### src/rtl/kong_pkg.sv
// Shared encodings for the kong actor controller and related sprite logic.
package kong_pkg;

    typedef enum logic [1:0] {
        ST_IDLE = 2'd0,
        ST_RUN  = 2'd1,
        ST_HALT = 2'd2
    } kong_state_e;

    localparam logic DIR_POS = 1'b0;
    localparam logic DIR_NEG = 1'b1;

endpackage

### src/rtl/kong_anim_counter.sv
// Animation frame divider: counts enabled ticks and steps through a wrapping frame index.
module kong_anim_counter #(
    parameter int ANI_DIV    = 8,
    parameter int ANI_FRAMES = 4,
    parameter int AS_W       = 2,
    parameter int AC_W       = 4
) (
    input  logic            clk,
    input  logic            rst,
    input  logic            en,
    output logic [AC_W-1:0] anicnt,
    output logic [AS_W-1:0] animation_state
);

    if (ANI_DIV < 1 || (2 ** AC_W) < ANI_DIV) begin : g_bad_div
        $error("kong_anim_counter: ANI_DIV out of range for AC_W");
    end
    if (ANI_FRAMES < 2 || (2 ** AS_W) < ANI_FRAMES) begin : g_bad_frames
        $error("kong_anim_counter: ANI_FRAMES out of range for AS_W");
    end

    always_ff @(posedge clk) begin
        if (rst) begin
            anicnt          <= '0;
            animation_state <= '0;
        end else if (en) begin
            if (anicnt == AC_W'(ANI_DIV - 1)) begin
                anicnt <= '0;
                if (animation_state == AS_W'(ANI_FRAMES - 1))
                    animation_state <= '0;
                else
                    animation_state <= animation_state + AS_W'(1);
            end else begin
                anicnt <= anicnt + AC_W'(1);
            end
        end
    end

endmodule

### src/rtl/kong_actor_ctrl.sv
// Enemy actor controller: patrols between two x bounds on frame ticks, with game-state FSM.
// Optional periodic barrel throw enabled by defining THROW_EN.
module kong_actor_ctrl
    import kong_pkg::*;
#(
    parameter int X_W          = 10,
    parameter int Y_W          = 9,
    parameter int X_INIT       = 100,
    parameter int Y_INIT       = 80,
    parameter int X_MIN        = 64,
    parameter int X_MAX        = 160,
    parameter int STEP         = 4,
    parameter int ANI_DIV      = 8,
    parameter int ANI_FRAMES   = 4,
    parameter int AS_W         = 2,
    parameter int AC_W         = 4,
    parameter int THROW_PERIOD = 32
) (
    input  logic            clk,
    input  logic            rst,
    input  logic            start,
    input  logic            over,
    input  logic            tick,
    output logic [X_W-1:0]  x,
    output logic [Y_W-1:0]  y,
    output logic [1:0]      state,
    output logic            dir,
    output logic [AS_W-1:0] animation_state,
    output logic [AC_W-1:0] anicnt,
    output logic            throw
);

    localparam int XE_W = X_W + 1;
    localparam logic [XE_W-1:0] STEP_E     = XE_W'(STEP);
    localparam logic [XE_W-1:0] MAX_E      = XE_W'(X_MAX);
    localparam logic [XE_W-1:0] MIN_STEP_E = XE_W'(X_MIN + STEP);

    if (X_MIN > X_INIT || X_INIT > X_MAX || X_MAX >= (2 ** X_W)) begin : g_bad_bounds
        $error("kong_actor_ctrl: patrol bounds inconsistent");
    end
    if (STEP < 1 || STEP > X_MAX - X_MIN) begin : g_bad_step
        $error("kong_actor_ctrl: STEP out of range");
    end
    if (THROW_PERIOD < 1) begin : g_bad_throw
        $error("kong_actor_ctrl: THROW_PERIOD must be >= 1");
    end

    kong_state_e state_q, state_n;
    logic [X_W-1:0] x_n;
    logic           dir_n;
    logic           step_en;
    logic [XE_W-1:0] x_ext, x_up, x_dn;

    assign state   = state_q;
    // over wins over a same-cycle tick, so a freezing cycle never moves the actor
    assign step_en = (state_q == ST_RUN) && tick && !over;
    assign x_ext   = {1'b0, x};
    assign x_up    = x_ext + STEP_E;
    assign x_dn    = x_ext - STEP_E;

    always_ff @(posedge clk) begin
        if (rst)
            state_q <= ST_IDLE;
        else
            state_q <= state_n;
    end

    always_comb begin
        state_n = state_q;
        case (state_q)
            ST_IDLE: begin
                if (over)
                    state_n = ST_HALT;
                else if (start)
                    state_n = ST_RUN;
            end
            ST_RUN: begin
                if (over)
                    state_n = ST_HALT;
            end
            ST_HALT: state_n = ST_HALT;
            default: state_n = ST_IDLE;
        endcase
    end

    always_comb begin
        x_n   = x;
        dir_n = dir;
        if (step_en) begin
            if (dir == DIR_POS) begin
                if (x_up >= MAX_E) begin
                    x_n   = X_W'(X_MAX);
                    dir_n = DIR_NEG;
                end else begin
                    x_n = x_up[X_W-1:0];
                end
            end else begin
                if (x_ext <= MIN_STEP_E) begin
                    x_n   = X_W'(X_MIN);
                    dir_n = DIR_POS;
                end else begin
                    x_n = x_dn[X_W-1:0];
                end
            end
        end
    end

    always_ff @(posedge clk) begin
        y <= Y_W'(Y_INIT);
        if (rst) begin
            x   <= X_W'(X_INIT);
            dir <= DIR_POS;
        end else begin
            x   <= x_n;
            dir <= dir_n;
        end
    end

    kong_anim_counter #(
        .ANI_DIV    (ANI_DIV),
        .ANI_FRAMES (ANI_FRAMES),
        .AS_W       (AS_W),
        .AC_W       (AC_W)
    ) u_anim (
        .clk             (clk),
        .rst             (rst),
        .en              (step_en),
        .anicnt          (anicnt),
        .animation_state (animation_state)
    );

`ifdef THROW_EN
    localparam int TC_W = $clog2(THROW_PERIOD + 1);
    logic [TC_W-1:0] tcnt;

    always_ff @(posedge clk) begin
        if (rst) begin
            tcnt  <= '0;
            throw <= 1'b0;
        end else if (state_q != ST_HALT) begin
            throw <= 1'b0;
            if (step_en) begin
                if (tcnt == TC_W'(THROW_PERIOD - 1)) begin
                    tcnt  <= '0;
                    throw <= 1'b1;
                end else begin
                    tcnt <= tcnt + TC_W'(1);
                end
            end
        end
    end
`else
    assign throw = 1'b0;
`endif

endmodule

### config.mk
export PLATFORM = sky130hd
export DESIGN_NAME = kong_actor_ctrl
export DESIGN_NICKNAME = d
export VERILOG_FILES = /design/src/rtl/kong_pkg.sv /design/src/rtl/kong_anim_counter.sv /design/src/rtl/kong_actor_ctrl.sv
export SDC_FILE = /design/constraint.sdc
export NUM_CORES = 1
export LEC_CHECK = 0
export BUFFER_PORTS_ARGS = -buffer_cell sky130_fd_sc_hd__clkbuf_2
export CORE_UTILIZATION = 51
export DETAILED_ROUTE_END_ITERATION = 7
export GPL_ROUTABILITY_DRIVEN = 0
export PLACE_DENSITY = 0.8
export SLEW_MARGIN = 20
export SYNTH_ARGS = -nofsm -noshare
export SYNTH_HDL_FRONTEND = slang
export SYNTH_SLANG_ARGS = --single-unit
### constraint.sdc
create_clock -name clk -period 2.2 [get_ports clk]
set_input_delay 0.11 -clock clk [delete_from_list [all_inputs] [get_ports clk]]
set_output_delay 0.11 -clock clk [all_outputs]
set_load 0.1 [all_outputs]
==> qor.csv <==
stage,metric,value,unit
status,status,completed,
synth,async_flop_share,0,%
clocking,clk_pin_slew_worst_paths,90,ps
drt,drt_pass1_iterations,4,
clocking,cts_tree,done,
hold_path,min_path_type,in -> reg,
synth,yosys.area.top_type,dfxtp_1,
placed_design,io_buffers,21,
floorplanning,rows,17,
floorplanning,die_w,51.0,um
synth,synth_edf_count,0,
floorplanning,ios,34,
global_routing,antenna_found_initial,0,
layout,syn_to_final_growth,8.37,%
global_routing,grt_max_degree,18,
synth,yosysUniqueCellTypes,38,
drt,wl_per_cell,13.0,um
drt,drcViolationCount,0,
worst_setup_path,crit_type,reg -> reg,
worst_setup_path,crit_buf_inv,1,
layout,layout-drive-gt1-share,25.1,%
power_and_ir_drop,p_leak,0.570,nW
synth,syn_inst,150,
synth,netlist.area_leader.share,27.8,%
worst_setup_path,arrival,2140,ps
timing,max_freq,509,MHz
worst_setup_path,path_delay_family,compound AO/OA/AOI/OAI gates,
power_and_ir_drop,peakVddDrop,0.523,mV
clocking,cts-buffers-inserted,3,
floorplanning,core,2230,um^2
drt,ant_nets,0,
timing,tightest_slew,546,ps
worst_setup_path,crit_top_cell,a21o_1,
clocking,cts_buffer_depth,2,
floorplanning,die_y,51.0,um
clocking,clock_latency,300,ps
floorplanning,initial_core_util,54.9,%
clocking,postCtsHoldBufs,0,
placed_design,place.detailed.hpwl,1900,um
layout,fin_cells,195,
drt,drt-initial-drc-count,12,
floorplanning,die_area,2600,um^2
placed_design,dpl-instance-area,1300,um^2
timing,finalCriticalPeriod,1960,ps
flow_run,max_cap_violations,0,
clocking,h-tree-depth,1,
synth,synthTopCellsByArea,"dfxtp_1 (28%), ha_1 (8.2%), buf_4 (8.0%), nor2_1 (5.8%), a21oi_1 (4.5%)",
clocking,clkSinkCount,17,
drt,vias,1069,
power_and_ir_drop,power-per-cell-area,575,nW/um^2
synth,synthTopCellsByCount,"nor2_1 (19), dfxtp_1 (17), buf_4 (13)",
layout,final_area,1330,um^2
placed_design,dpl_worst_slack,269,ps
drt,finalWirelength,2530,um
timing,setup_viol,0,
layout,seqCellArea,350,um^2
layout,multi_input_comb_area,773,um^2
synth,synth_area,1230,um^2
timing,fin_crit_sh,89.3,%
worst_setup_path,crit_path_max_incr_delay,400,ps
synth,yosys_warnings,0,
worst_setup_path,endpoint_kind,flop,
power_and_ir_drop,totalPowerFinal,0.763,mW
worst_setup_path,cp_data_required_time,2370,ps
worst_setup_path,cp_slowest_cell,o31ai_1,
synth,avgSynthCellArea,8.17,um^2
synth,ys_seq_area_share,27.8,%
layout,n_antenna_cell,0,
placed_design,placed_cells,191,
timing,rsz0062_at_grt,false,
timing,setup_tns,0,ps
drt,avgViaCountPerCell,5.48,
layout,fin_nets,181,
timing,fin_ws,236,ps
timing,finClkSkew,8.02,ps
timing,slew_viol_final,0,
global_routing,grt_pass1_vias,996,
global_routing,grt_first_pass_wirelength,4400,um
synth,synth-seq-cells,17,
worst_setup_path,worstPathCellList,inv_1 > ha_1 > nor2_1 > o31ai_1 > a21o_1 > a21o_1 > o32ai_1,
layout,nFillCells,206,
worst_setup_path,cp_max_fo,8,
global_routing,grt_usage,22.1,%
clocking,post_cts_buffers,0,
timing,max_slew_margin,63.7,%
clocking,cts-root-buf,clkbuf_4,
clocking,cts_resized,0,
synth,synth_top_flop_cell,dfxtp_1,
timing,hold_viol_final,0,
synth,synth_most_common_cell,nor2_1,
worst_setup_path,critPathLaunchType,flop,
global_routing,gr-total-overflow,0,
worst min-delay path, cell delays in order:
cell      delay (ps)
clkbuf_2         120
nor2_1            50
nand3_1           70
a21oi_1           60
layout by cell type (no fill, tap or decap):
cell type,n
nand4_1,2
o211ai_1,1
nor3_1,4
o21bai_1,1
nand2_1,8
clkbuf_4,3
o21ai_1,2
clkbuf_2,21
a311o_1,1
a21o_1,2
o31ai_1,1
inv_1,6
or2_1,1
buf_4,2
dfxtp_1,9
xor2_1,5
o311a_1,1
mux2i_1,4
a41oi_1,1
and4b_1,1
clkinv_2,1
or2_2,1
o32a_1,1
o311ai_0,1
a221oi_2,2
conb_1,12
a21oi_2,1
ha_1,8
nor4b_2,1
dfxtp_2,8
nor2b_1,2
xnor2_1,6
o32ai_1,1
nand3b_1,3
nor3b_2,1
nand3_1,7
nor2_1,19
a21oi_1,11
nand3_2,1
o21a_1,4
layout make-up:
type,count,share of cell area [%]
Tap cell,28,2.64
Clock inverter,1,0.377
Sequential cell,17,26.4
Multi-Input combinational cell,117,58.2
Clock buffer,3,1.69
Timing Repair Buffer,23,9.04
Inverter,6,1.69
stage by stage:
step / util, % / hold WS [ps]
2_1_floorplan: - / 292
3_3_place_gp: 58.3 / 449
3_5_place_dp: 58.3 / 468
4_1_cts: 59.5 / 148
5_1_grt: 59.5 / 197
6_report: 59.5 / 148
where the power goes:
group          switching [mW]  internal (mW)
Combinational           0.217         0.0428
Sequential             0.0131          0.320
Clock                   0.103         0.0678
per-layer routing:
| metal | routed length [um] | part of all wire (%) | vias up | global-route usage, % |
|---|---|---|---|---|
| met5 | 0 | 0 | - | 0 |
| met2 | 1230 | 49 | 47 | 37.7 |
| met1 | 1100 | 43 | 485 | 27.7 |
| met3 | 140 | 5.5 | 7 | 1.79 |
| met4 | 58 | 2.3 | 0 | 10.6 |
| li1 | - | - | 530 | - |
final timing paths:
kind                                       from                            end  slack (ps)  depth (start not counted)
hold / removal                             over          state[0]$_SDFFE_PP0P_         150                          4
setup / recovery              x[3]$_SDFFE_PP0P_              x[7]$_SDFFE_PP0P_         240                          7
setup reg to reg              x[3]$_SDFFE_PP0P_              x[7]$_SDFFE_PP0P_         240                          7
hold reg to reg   u_anim.anicnt[1]$_SDFFE_PP0P_  u_anim.anicnt[1]$_SDFFE_PP0P_         510                          2
logic make-up after synthesis:
family                   after synthesis  share of synthesized area, %
adder cells (fa/ha/maj)                8                          8.16
AO/OA/AOI/OAI                         31                          18.6
buffers and inverters                 26                          12.2
AND/OR/NAND/NOR                       51                          21.5
flip-flops                            17                          27.8
other                                  2                         0.612
XOR/XNOR                              11                          7.86
multiplexers                           4                          3.27
registers in the layout, indices dropped and copies added, names as in the netlist:
| signal | flops |
|---|---|
| x | 8 |
| u_anim.anicnt | 4 |
| state | 2 |
| u_anim.animation_state | 2 |
| dir | 1 |
Note: power is estimated with default switching activity, not from simulation.
